File: config.mk
export PLATFORM = sky130hd
export DESIGN_NAME = serial_adder_ctrl
export DESIGN_NICKNAME = d
export VERILOG_FILES = /design/src/rtl/serial_adder_ctrl.sv
export SDC_FILE = /design/constraint.sdc
export NUM_CORES = 1
export LEC_CHECK = 0
export ABC_AREA = 1
export BUFFER_PORTS_ARGS = -buffer_cell sky130_fd_sc_hd__clkbuf_2
export CORE_MARGIN = 4
export CORE_UTILIZATION = 50
export CTS_BUF_LIST = sky130_fd_sc_hd__clkbuf_4 sky130_fd_sc_hd__clkbuf_8
export DETAILED_ROUTE_END_ITERATION = 8
export PLACE_DENSITY = 0.73
export SLEW_MARGIN = 0
export SYNTH_ARGS = -nofsm -noshare
export SYNTH_HDL_FRONTEND = slang
export SYNTH_SLANG_ARGS = --single-unit
File: constraint.sdc
create_clock -name clk -period 2.9 [get_ports clk]
set_clock_uncertainty 0.15 [all_clocks]
set_input_delay 0.58 -clock clk [delete_from_list [all_inputs] [get_ports clk]]
set_output_delay 0.58 -clock clk [all_outputs]
set_load 0.01 [all_outputs]
File: src/rtl/serial_adder_ctrl.sv
// rtl/serial_adder_ctrl.sv - bit-serial adder controller driving an external 1-bit full adder
module serial_adder_ctrl #(
   parameter int WIDTH = 8
) (
   input  logic             clk,
   input  logic             rst_n,
   input  logic             start,
   input  logic [WIDTH-1:0] a,
   input  logic [WIDTH-1:0] b,
   input  logic             cin,
   output logic             fa_add1,
   output logic             fa_add2,
   output logic             fa_cin,
   input  logic             fa_sum,
   input  logic             fa_cout,
   output logic             busy,
   output logic             done,
   output logic [WIDTH-1:0] sum,
   output logic             cout
);

   localparam int CW = $clog2(WIDTH);

   typedef enum logic [1:0] {
      IDLE = 2'd0,
      RUN  = 2'd1,
      DONE = 2'd2
   } state_t;

   state_t           state;
   state_t           state_nxt;
   logic [WIDTH-1:0] a_sh;
   logic [WIDTH-1:0] b_sh;
   logic [WIDTH-1:0] sum_sh;
   logic [WIDTH-1:0] sum_sh_nxt;
   logic [CW-1:0]    cnt;
   logic             carry;
   logic             last_bit;
   logic [WIDTH-1:0] sum_q;
   logic             cout_q;
   logic             done_q;

   assign last_bit   = (cnt == CW'(WIDTH - 1));
   assign sum_sh_nxt = {fa_sum, sum_sh[WIDTH-1:1]};

   // State register
   always_ff @(posedge clk or negedge rst_n) begin
      if (!rst_n) begin
         state <= IDLE;
      end else begin
         state <= state_nxt;
      end
   end

   // Next-state decode; the adder stage only sees live bits while RUN
   always_comb begin
      state_nxt = state;
      fa_add1   = 1'b0;
      fa_add2   = 1'b0;
      fa_cin    = 1'b0;
      case (state)
         IDLE: begin
            if (start) begin
               state_nxt = RUN;
            end
         end
         RUN: begin
            fa_add1 = a_sh[0];
            fa_add2 = b_sh[0];
            fa_cin  = carry;
            if (last_bit) begin
               state_nxt = DONE;
            end
         end
         DONE: begin
            state_nxt = IDLE;
         end
         default: begin
            state_nxt = IDLE;
         end
      endcase
   end

   // Operand shifters, carry, bit counter and result capture
   always_ff @(posedge clk or negedge rst_n) begin
      if (!rst_n) begin
         a_sh   <= '0;
         b_sh   <= '0;
         sum_sh <= '0;
         cnt    <= '0;
         carry  <= 1'b0;
         sum_q  <= '0;
         cout_q <= 1'b0;
      end else begin
         case (state)
            IDLE: begin
               if (start) begin
                  a_sh   <= a;
                  b_sh   <= b;
                  carry  <= cin;
                  cnt    <= '0;
                  sum_sh <= '0;
                  sum_q  <= '0;
                  cout_q <= 1'b0;
               end
            end
            RUN: begin
               a_sh   <= a_sh >> 1;
               b_sh   <= b_sh >> 1;
               carry  <= fa_cout;
               sum_sh <= sum_sh_nxt;
               // Hold on the final bit so the counter never wraps inside RUN
               if (!last_bit) begin
                  cnt <= cnt + CW'(1);
               end else begin
                  sum_q  <= sum_sh_nxt;
                  cout_q <= fa_cout;
               end
            end
            default: begin
            end
         endcase
      end
   end

   // Registered completion pulse, high exactly while in DONE
   always_ff @(posedge clk or negedge rst_n) begin
      if (!rst_n) begin
         done_q <= 1'b0;
      end else begin
         done_q <= (state_nxt == DONE);
      end
   end

   assign busy = (state != IDLE);
   assign done = done_q;
   assign sum  = sum_q;
   assign cout = cout_q;

endmodule

# Word-level counts from Yosys, hierarchy flattened
# Cells that the tools add are included.
# classes
add_sub_neg,1
eq_ne,6
mux,22
n_reduce_logical,6
# op_table
operator,n
$pmux 8 s2,4
$mux 8,4
$mux 1,6
$mux 3,2
$ne 2x2->1 const B,3
$pmux 3 s2,1
$reduce_and 3->1,2
$mux 2,2
$pmux 1 s2,2
$pmux 2 s2,1
$reduce_bool 2->1,2
$add 3x1->3 const B,1
$eq 3x3->1 const B,1
$eq 2x1->1 const B,1
$eq 2x2->1 const B,1
$logic_not 2->1,1
$reduce_and 2->1,1
# word_totals
register_bits,40
inputBits,22
out_inout_bits,14
word_cells,44

# Depth between registers and ports, before layout
# Gate-level depths: netlist (run 1).
# depth
word_depth,4
depth_mapped,8
depth_no_buf,6

# Worst setup path before layout (run 1)
# No wires, ideal clock.
# synth_path
path_type,reg2out
from,register state[1]
to,output fa_add1
arrival_ps,956
t_required_ps,2170
setup_slack_ps,1214
path_stages_with_launch,6
path_buffers,2
cell_sequence,dfrtp_1 -> inv_1 -> buf_4 -> nand2_4 -> buf_6 -> nor2_1
# synth_between
elab_chain_len,2
# synth_lines
element,line_no,text
"start, declared",30,state_t state;
"start signal, assigned",51,state <= state_nxt;
$eq 2x1->1,61,case (state)
$mux 1,61,
"end, declared",11,"output logic fa_add1,"
# Every way passes these cells.

# Final worst setup path (run 1)
# layout_path
from,register state[1]
to,output fa_add2
# layout_between
elab_chain_len,2
# layout_lines
element,line_no,text
$eq 2x1->1,61,
$mux 1,61,
"end, declared",12,"output logic fa_add2,"
# Every way passes these cells.

==> metrics.csv, run 1 <==
metric,value,unit
outcome,completed,
cts_buffers,5,
synth_seq_cells,39,
r2r_cells,5,
synth_area_leaders,"dfrtp_1, nand2_1, nand3_1, nand4_1, buf_2",
antenna_cells,0,
fillers,323,
worstPathArrival,1.59,ns
worstMarginPinSlew,0.983,ns
worstPathCellList,inv_1 > nand2_4 > nor2_1 > clkbuf_2,
antenna_found_initial,0,
yosysTopAreaCellShare,53.3,%
synth_top_cell_by_area,dfrtp_1,
cts_root_buffer,clkbuf_8,
ir_drop,0.679,mV
clock-sinks,39,
fin_crit,2.32,ns
cts_tree,done,
p_int,1420,uW
cts_hold_buf,0,
p_total,2270,uW
io-pin-count,36,
synthArstFlopShare,100,%
cts_max_path_buffers,2,
max_slew_margin,34.5,%
path_clk_slew,0.08,ns
num_vias,1566,
port_buffers,35,
maxCapViolCount,0,
cts_setup_buffers,0,
wire_per_inst,12.3,um
start_util,53.2,%
multi_input_area,727,sq um
grt_overflow,0,
worst-path-max-fanout,18,
startpoint_type,flip-flop,
drt_wl_total,3.74,mm
power_frac_seq,39.4,%
die-height,68.5,um
combPwrFrac,36.9,%
syn_to_final_growth,16.0,%
period_share,79.9,%
p_clk_share,23.7,%
core,3440,sq um
fp.dieW,68.5,um
avgSynthCellArea,8.00,sq um
sw_frac_of_total,37.6,%
place.gp.congestion,0.801,
cp.required,2.17,ns
holdWs,0.281,ns
nets,282,
ys.flop_type,dfrtp_1,
finalSetupViolCount,0,
dp.cells,297,
power_leakage,0.00125,uW
grt_max_degree,40,
p_switching,854,uW
synth_most_common_cell,nand2_1,
seq_area_frac_synth,53.3,%
critPathMaxStageDelay,0.39,ns
utilization,61.7,%
synth_cells,229,
syn_nets,253,
synth_enable_flop_cells,0,
dp_hpwl,2.47,mm
die_area,4700,sq um
grt_pass1_wl,6.17,mm
cp_slowest_cell,inv_1,
insertion_delay,0.29,ns
worst_setup_path_end_kind,output pin,
netlist_area,1830,sq um
ys_warn_count,0,
powerDensity,1070,nW/um^2
drv_slew,0,
min_path_type,input port to async pin,
finalHoldViolCount,0,
setup_tns,0,ns
timing.fmax,432,MHz
drt_iter0_markers,115,
vias_per_cell,5.13,
dr.pass1.iters,4,
htreeDepth,2,
area.sequential,976,sq um
antenna_left,0,
num_rows,21,
grt_pass1_vias,1381,
final_layout_size_suffix_gt1_share,18.5,%
crit_type,flip-flop to output pin,
grtUsageTotal,17.7,%
yosysUniqueCellTypes,13,
rsz0062_at_grt,no,
cts_resized,0,
synth_common_cells,"nand2_1, dfrtp_1, nand3_1",
final-instance-count-excl-fill,305,
drc_errors,0,
[cell families (layout without fill, tap and decap cells)]
group,after synthesis,count (layout),synth area share (%)
simple gates,162,162,37.8
compound gates,1,1,0.478
buf+inv,25,55,7.04
flops,39,39,53.3
fa+ha+maj,2,2,1.37
[power by group through the flow]
stage / Sequential (uW) / Combinational, uW / Clock, uW
finish: 895 / 837 / 538
global route: 923 / 973 / 568
CTS: 894 / 849 / 550
detailed placement: 901 / 846 / 0
global placement: 898 / 822 / 0
floorplan: 899 / 649 / 0
[cells in the final DEF (no fill, tap or decap)]
cell type,synthesis,routed
nand2_1,107,107
dfrtp_1,39,39
nand3_1,38,38
clkbuf_2,0,35
nand4_1,12,12
inv_1,9,9
clkbuf_8,0,5
nor2_1,4,4
ha_1,2,2
bufinv_16,0,2
buf_4,4,2
nand2_4,1,1
o21ai_2,1,1
inv_2,1,1
clkbuf_4,0,1
[critical path: cells and delay by family (launching register included)]
kind	cells	cell delay [ns]
DFF	1	0.38
buffers and inverters	2	0.53
and+or+nand+nor	2	0.37
[path summary, 6_finish.rpt]
| path | slack [ns] | startpoint | endpoint |
|---|---|---|---|
| setup / recovery | 0.58 | state[1] | fa_add2 |
| hold / removal | 0.28 | rst_n | carry |
| setup reg to reg | 0.89 | state[1] | sum[5] |
| hold reg to reg | 0.33 | b_sh[3] | b_sh[3] |
| max in group asynchronous | 1.72 | rst_n | sum[7] |
| min in group clk | 0.33 | b_sh[3] | b_sh[3] |
[state kept, by name (all words and copies together) (netlist names)]
signal and count:
done 1, a_sh 8, cout 1, sum_sh 7, state 2, sum 8, carry 1, b_sh 8
cnt 3
[layer usage]
layer / share of wire [%] / global-route usage, % / up-vias
met5: 0 / 0 / -
met4: 1.8 / 7.20 / 0
met3: 4.4 / 4.21 / 10
met2: 47 / 27.3 / 39
met1: 47 / 24.0 / 728
li1: - / - / 789
[cell type report]
| class | count | share of cell area (%) |
|---|---|---|
| Sequential cell | 39 | 45.9 |
| Multi-Input combinational cell | 165 | 34.2 |
| Timing Repair Buffer | 37 | 8.95 |
| Clock buffer | 6 | 3.59 |
| Clock inverter | 2 | 2.83 |
| Tap cell | 46 | 2.71 |
| Inverter | 10 | 1.77 |
[stage by stage]
| step | setup WS [ns] | instance area [sq um] |
|---|---|---|
| after floorplan | 1.21 | 1830 |
| after global placement | 0.674 | 1990 |
| after detailed placement | 0.626 | 1990 |
| after CTS | 0.552 | 2120 |
| after global routing | 0.425 | 2120 |
| final | 0.584 | 2120 |
(Power assumes the default switching activity.)
==> run 2: changes to the inputs <==
==> constraint.sdc (replaced) <==
create_clock -name clk -period 2.4 [get_ports clk]
set_clock_uncertainty 0.15 [all_clocks]
set_input_delay 0.48 -clock clk [delete_from_list [all_inputs] [get_ports clk]]
set_output_delay 0.48 -clock clk [all_outputs]
set_load 0.01 [all_outputs]
==> run 2 against run 1 <==
Against the previous run:
- highest routed layer unchanged
- final cell count is 0.98% higher
- sequential share of layout area grew 0.55 points
- register-to-register slack lost 0.45 ns
- routed wire length fell by 0.21%
- sequential power is 21% higher
- worst setup slack got worse by 0.32 ns
- flip-flop and latch count is the same
==> metrics.csv, run 2 (same netlist as run 1, synthesis figures left out) <==
metric,value,unit,change
r2r_slack,0.44,ns,was 0.89 ns
clock-sinks,39,,unchanged
nets,285,,was 282
dr.pass1.iters,4,,unchanged
crit_family,buffers and inverters,,unchanged
syn_to_final_growth,14.6,%,was 16.0%
worstPathArrival,1.51,ns,was 1.59 ns
min_path_type,input port to async pin,,unchanged
powerDensity,1210,nW/um^2,was 1070 nW/um^2
setup_tns,0,ns,unchanged
grtUsageTotal,19.0,%,was 17.7%
drt_wl_total,3.73,mm,was 3.74 mm
dp_hpwl,2.49,mm,was 2.47 mm
crit_type,flip-flop to output pin,,unchanged
cts_setup_buffers,0,,unchanged
p_clk_share,17.6,%,was 23.7%
period_share,89.1,%,
drv_slew,0,,unchanged
drt_iter0_markers,163,,was 115
antenna_found_initial,0,,unchanged
htreeDepth,2,,unchanged
setup_slack,0.262,ns,was 0.584 ns
critPathMaxStageDelay,0.37,ns,was 0.39 ns
final_layout_size_suffix_gt1_share,19.5,%,was 18.5%
worst-path-max-fanout,38,,was 18
final_cell_mix,"nand2_1, dfrtp_1, nand3_1, clkbuf_2, nand4_1",,unchanged
worstPathCellList,buf_4 > nand2_4 > nor2_1 > clkbuf_2,,was inv_1 > nand2_4 > nor2_1 > clkbuf_2
ir_drop,0.513,mV,was 0.679 mV
antenna_left,0,,unchanged
finalSetupViolCount,0,,unchanged
max_slew_margin,33.7,%,was 34.5%
start_util,53.2,%,unchanged
grt_overflow,0,,unchanged
power_leakage,0.00124,uW,was 0.00125 uW
p_switching,1020,uW,was 854 uW
critPathBufInv,2,,unchanged
cp.required,1.77,ns,was 2.17 ns
worstMarginPinSlew,0.995,ns,was 0.983 ns
vias_per_cell,5.06,,was 5.13
port_buffers,35,,unchanged
place.gp.congestion,0.768,,was 0.801
power_frac_seq,42.6,%,was 39.4%
num_rows,21,,unchanged
outcome,completed,,unchanged
cts_resized,0,,unchanged
path_clk_slew,0.07,ns,was 0.08 ns
cp-endpoint,fa_add1,,was fa_add2
num_vias,1560,,"was 1,566"
startpoint_type,flip-flop,,unchanged
die-height,68.5,um,unchanged
rsz0062_at_grt,no,,unchanged
worstReg2RegEnd,b_sh[5],,was sum[5]
maxCapViolCount,0,,unchanged
die_area,4700,sq um,unchanged
insertion_delay,0.29,ns,about the same
cts_buffers,5,,unchanged
antenna_cells,0,,unchanged
cp_slowest_cell,dfrtp_1,,was inv_1
cts_root_buffer,clkbuf_8,,unchanged
met3_usage,5.35,%,was 4.21%
grt_pass1_vias,1402,,"was 1,381"
drc_errors,0,,unchanged
cts_tree,done,,unchanged
regToRegStartpoint,state[0],,was state[1]
path_depth,4,,unchanged
cts_hold_buf,0,,unchanged
sw_frac_of_total,40.1,%,was 37.6%
grt_pass1_wl,6.51,mm,was 6.17 mm
r2r_cells,4,,was 5
fp.dieW,68.5,um,unchanged
top_usage_layer,met2,,unchanged
combPwrFrac,39.8,%,was 36.9%
core,3440,sq um,unchanged
layout_commonest_cell,nand2_1,,unchanged
io-pin-count,36,,unchanged
cts_max_path_buffers,2,,unchanged
timing.fmax,468,MHz,
fin_crit,2.14,ns,
wire_per_inst,12.1,um,was 12.3 um
finalHoldViolCount,0,,unchanged
use_met2,27.9,%,was 27.3%
place_ws,0.204,ns,was 0.626 ns
grt_max_degree,39,,was 40
p_int,1520,uW,was 1420 uW
grt_use_met1,26.2,%,was 24.0%
crit_start,state[0],,was state[1]
worst_setup_path_end_kind,output pin,,unchanged
[run 2: changes by cell type in the layout (fill, tap and decap cells not counted), sizes merged]
cell,before,now
buf,2,5
clkinv,0,1
clkbuf,41,42
bufinv,2,0
[run 2: metal layers]
layer | wire length [um] | vias to the layer above
met4 | 61 | 0
met3 | 158 | 6
li1 | - | 793
met5 | 0 | -
met1 | 1730 | 729
met2 | 1780 | 32
[run 2: final cells by class]
type,instances,area [sq um]
fillers,311,1340
flip-flops and latches,39,976
multi-input cells,165,727
repair buffers,40,213
clock buffers,7,83.8
well taps,46,57.6
inverters,10,37.5
clock inverters,1,5.00
[run 2: worst min-delay path by stage]
stage,start,to,cells after the start
final,rst_n,sum[4],1
after global routing,rst_n,b_sh[4],1
after detailed placement,b_sh[1],b_sh[1],2
after floorplan,rst_n,a_sh[0],0
after global placement,b_sh[7],b_sh[7],2
after CTS,rst_n,b_sh[4],1
[run 2: power groups by stage]
stage | registers (uW) | clock network [uW] | logic [uW]
global placement | 1080 | 0 | 1000
global route | 1120 | 493 | 1180
CTS | 1080 | 459 | 1020
detailed placement | 1090 | 0 | 1020
finish | 1080 | 445 | 1010
floorplan | 1090 | 0 | 784
[run 2: through the flow]
| step | total power [uW] | util, % | std cells | hold slack (ns) | cell area [sq um] |
|---|---|---|---|---|---|
| finish | 2540 | 61.0 | 308 | 0.0177 | 2100 |
| global route | 2790 | 61.0 | 308 | 0.0691 | 2100 |
| CTS | 2560 | 61.0 | 308 | 0.0442 | 2100 |
| detailed placement | 2110 | 58.4 | 300 | 0.315 | 2010 |
| global placement | 2080 | 58.4 | 300 | 0.311 | 2010 |
| floorplan | 1870 | - | 229 | 0.0344 | 1830 |
[run 2: worst register-to-register path, delay by kind of cell (launching register included)]
kind,cells,cell delay (ns)
compound gates,1,0.79
flops,1,0.39
buf+inv,1,0.31
simple gates,2,0.21
==> run 3: changes to the inputs <==
--- a/config.mk
+++ b/config.mk
@@ -11,7 +11,7 @@
 export CORE_UTILIZATION = 50
 export CTS_BUF_LIST = sky130_fd_sc_hd__clkbuf_4 sky130_fd_sc_hd__clkbuf_8
 export DETAILED_ROUTE_END_ITERATION = 8
-export PLACE_DENSITY = 0.73
+export PLACE_DENSITY_LB_ADDON = 0.08
 export SLEW_MARGIN = 0
 export SYNTH_ARGS = -nofsm -noshare
 export SYNTH_HDL_FRONTEND = slang
==> run 3 against run 2 <==
Against the previous run:
- the run now ends with negative hold slack left
- critical path type is now flip-flop to flip-flop
- largest power group unchanged
- largest cell class unchanged
- flip-flop and latch count unchanged
- critical path depth increased by 1
- hold slack got worse by 0.020 ns
==> metrics.csv, run 3 (same netlist as run 1, synthesis figures left out) <==
metric,value,unit,change
insertion_delay,0.29,ns,about the same
dr.pass1.iters,4,,unchanged
cts_max_path_buffers,2,,unchanged
dp_hpwl,2.61,mm,was 2.49 mm
place.gp.congestion,0.726,,was 0.768
startpoint_type,flip-flop,,unchanged
antenna_left,0,,unchanged
failed_checks,negative hold slack,,
start_util,53.2,%,unchanged
cts_resized,0,,unchanged
drt_wl_total,3.81,mm,was 3.73 mm
htreeDepth,2,,unchanged
final_layout_size_suffix_gt1_share,19.5,%,unchanged
grt_overflow,0,,unchanged
crit_type,flip-flop to flip-flop,,was flip-flop to output pin
worstPathArrival,1.98,ns,was 1.51 ns
drt_iter0_markers,92,,was 163
vias_per_cell,4.98,,was 5.06
powerDensity,1210,nW/um^2,about the same
setup_tns,0,ns,unchanged
period_share,81.3,%,was 89.1%
worstMarginPinSlew,0.674,ns,was 0.995 ns
cts_root_buffer,clkbuf_8,,unchanged
min_path_type,input port to async pin,,unchanged
timing.fmax,512,MHz,was 468 MHz
maxCapViolCount,0,,unchanged
core,3440,sq um,unchanged
port_buffers,35,,unchanged
finalSetupViolCount,0,,unchanged
antenna_found_initial,0,,unchanged
antenna_cells,0,,unchanged
syn_to_final_growth,15.6,%,was 14.6%
cts_setup_buffers,0,,unchanged
num_rows,21,,unchanged
holdWs,-0.00185,ns,was 0.0177 ns
path_clk_slew,0.07,ns,about the same
outcome,"complete, but fails checks",,was completed
grt_max_degree,25,,was 39
fp.dieW,68.5,um,unchanged
fin_crit,1.95,ns,was 2.14 ns
layout_commonest_cell,nand2_1,,unchanged
worst_setup_path_end_kind,flip-flop,,was output pin
nets,286,,was 285
drv_slew,0,,unchanged
r2r_slack,0.45,ns,was 0.44 ns
regToRegStartpoint,cnt[0],,was state[0]
utilization,61.5,%,was 61.0%
wire_per_inst,12.4,um,was 12.1 um
die-height,68.5,um,unchanged
max_slew_margin,55.1,%,was 33.7%
worst-path-max-fanout,11,,was 38
p_total,2560,uW,was 2540 uW
rsz0062_at_grt,no,,unchanged
cp.required,2.43,ns,was 1.77 ns
final_cell_mix,"nand2_1, dfrtp_1, nand3_1, clkbuf_2, nand4_1",,unchanged
dp.cells,301,,was 300
num_vias,1535,,"was 1,560"
die_area,4700,sq um,unchanged
grtUsageTotal,18.8,%,was 19.0%
cts_tree,done,,unchanged
cts_hold_buf,0,,unchanged
final-instance-count-excl-fill,308,,unchanged
io-pin-count,36,,unchanged
finalHoldViolCount,5,,was 0
worstReg2RegEnd,sum[4],,was b_sh[5]
ir_drop,0.610,mV,was 0.513 mV
power_leakage,0.00125,uW,was 0.00124 uW
grt_pass1_vias,1418,,"was 1,402"
crit_start,cnt[0],,was state[0]
clock-sinks,39,,unchanged
cts_buffers,5,,unchanged
r2r_cells,5,,was 4
fillers,341,,was 311
drc_errors,0,,unchanged
grt_pass1_wl,6.52,mm,was 6.51 mm
==> run 3: changes by cell type in the layout (fill, tap and decap cells not counted), sizes merged <==
cell	change
buf	+1
clkbuf	-1
==> run 3: layer usage <==
metal	GRT usage [%]	part of all wire [%]	up-vias	routed length [um]
li1	-	-	795	-
met1	25.3	48	704	1830
met2	28.7	45	29	1710
met3	3.40	5.4	7	206
met4	10.4	1.8	0	67
met5	0	0	-	0
==> run 3: how the worst max path moves through the flow <==
stage,endpoint,slack [ns],cells after the start
2_1_floorplan,fa_add1,0.81,5
3_3_place_gp,sum[3],0.50,5
3_5_place_dp,sum[4],0.45,5
4_1_cts,sum[6],0.44,5
5_1_grt,sum[1],0.24,5
6_report,sum[4],0.45,5
==> run 3: power breakdown <==
part	leakage (uW)	switching, uW	total, uW	internal, uW
Combinational	0.000694	649	1030	382
Sequential	0.000507	162	1090	926
Clock	0.0000470	210	436	225
==> run 3: area by class of cell <==
type | instances | area (sq um) | share of cell area [%]
repair buffers | 41 | 233 | 11.0
flip-flops and latches | 39 | 976 | 46.1
multi-input cells | 165 | 727 | 34.3
well taps | 46 | 57.6 | 2.72
clock buffers | 6 | 82.6 | 3.90
inverters | 10 | 37.5 | 1.77
clock inverters | 1 | 5.00 | 0.236
==> run 3: per-stage QoR <==
stage	worst slack [ns]	instance area, sq um
CTS	0.440	2120
global route	0.240	2120
finish	0.448	2120
detailed placement	0.451	2030
global placement	0.504	2030
floorplan	0.814	1830
==> run 3: worst max-delay path, stage by stage (launching register included) <==
cell and delay, ns:
dfrtp_1 0.39, ha_1 0.16, ha_1 0.40, nand3_1 0.45, nand3_1 0.23, nand2_1 0.06
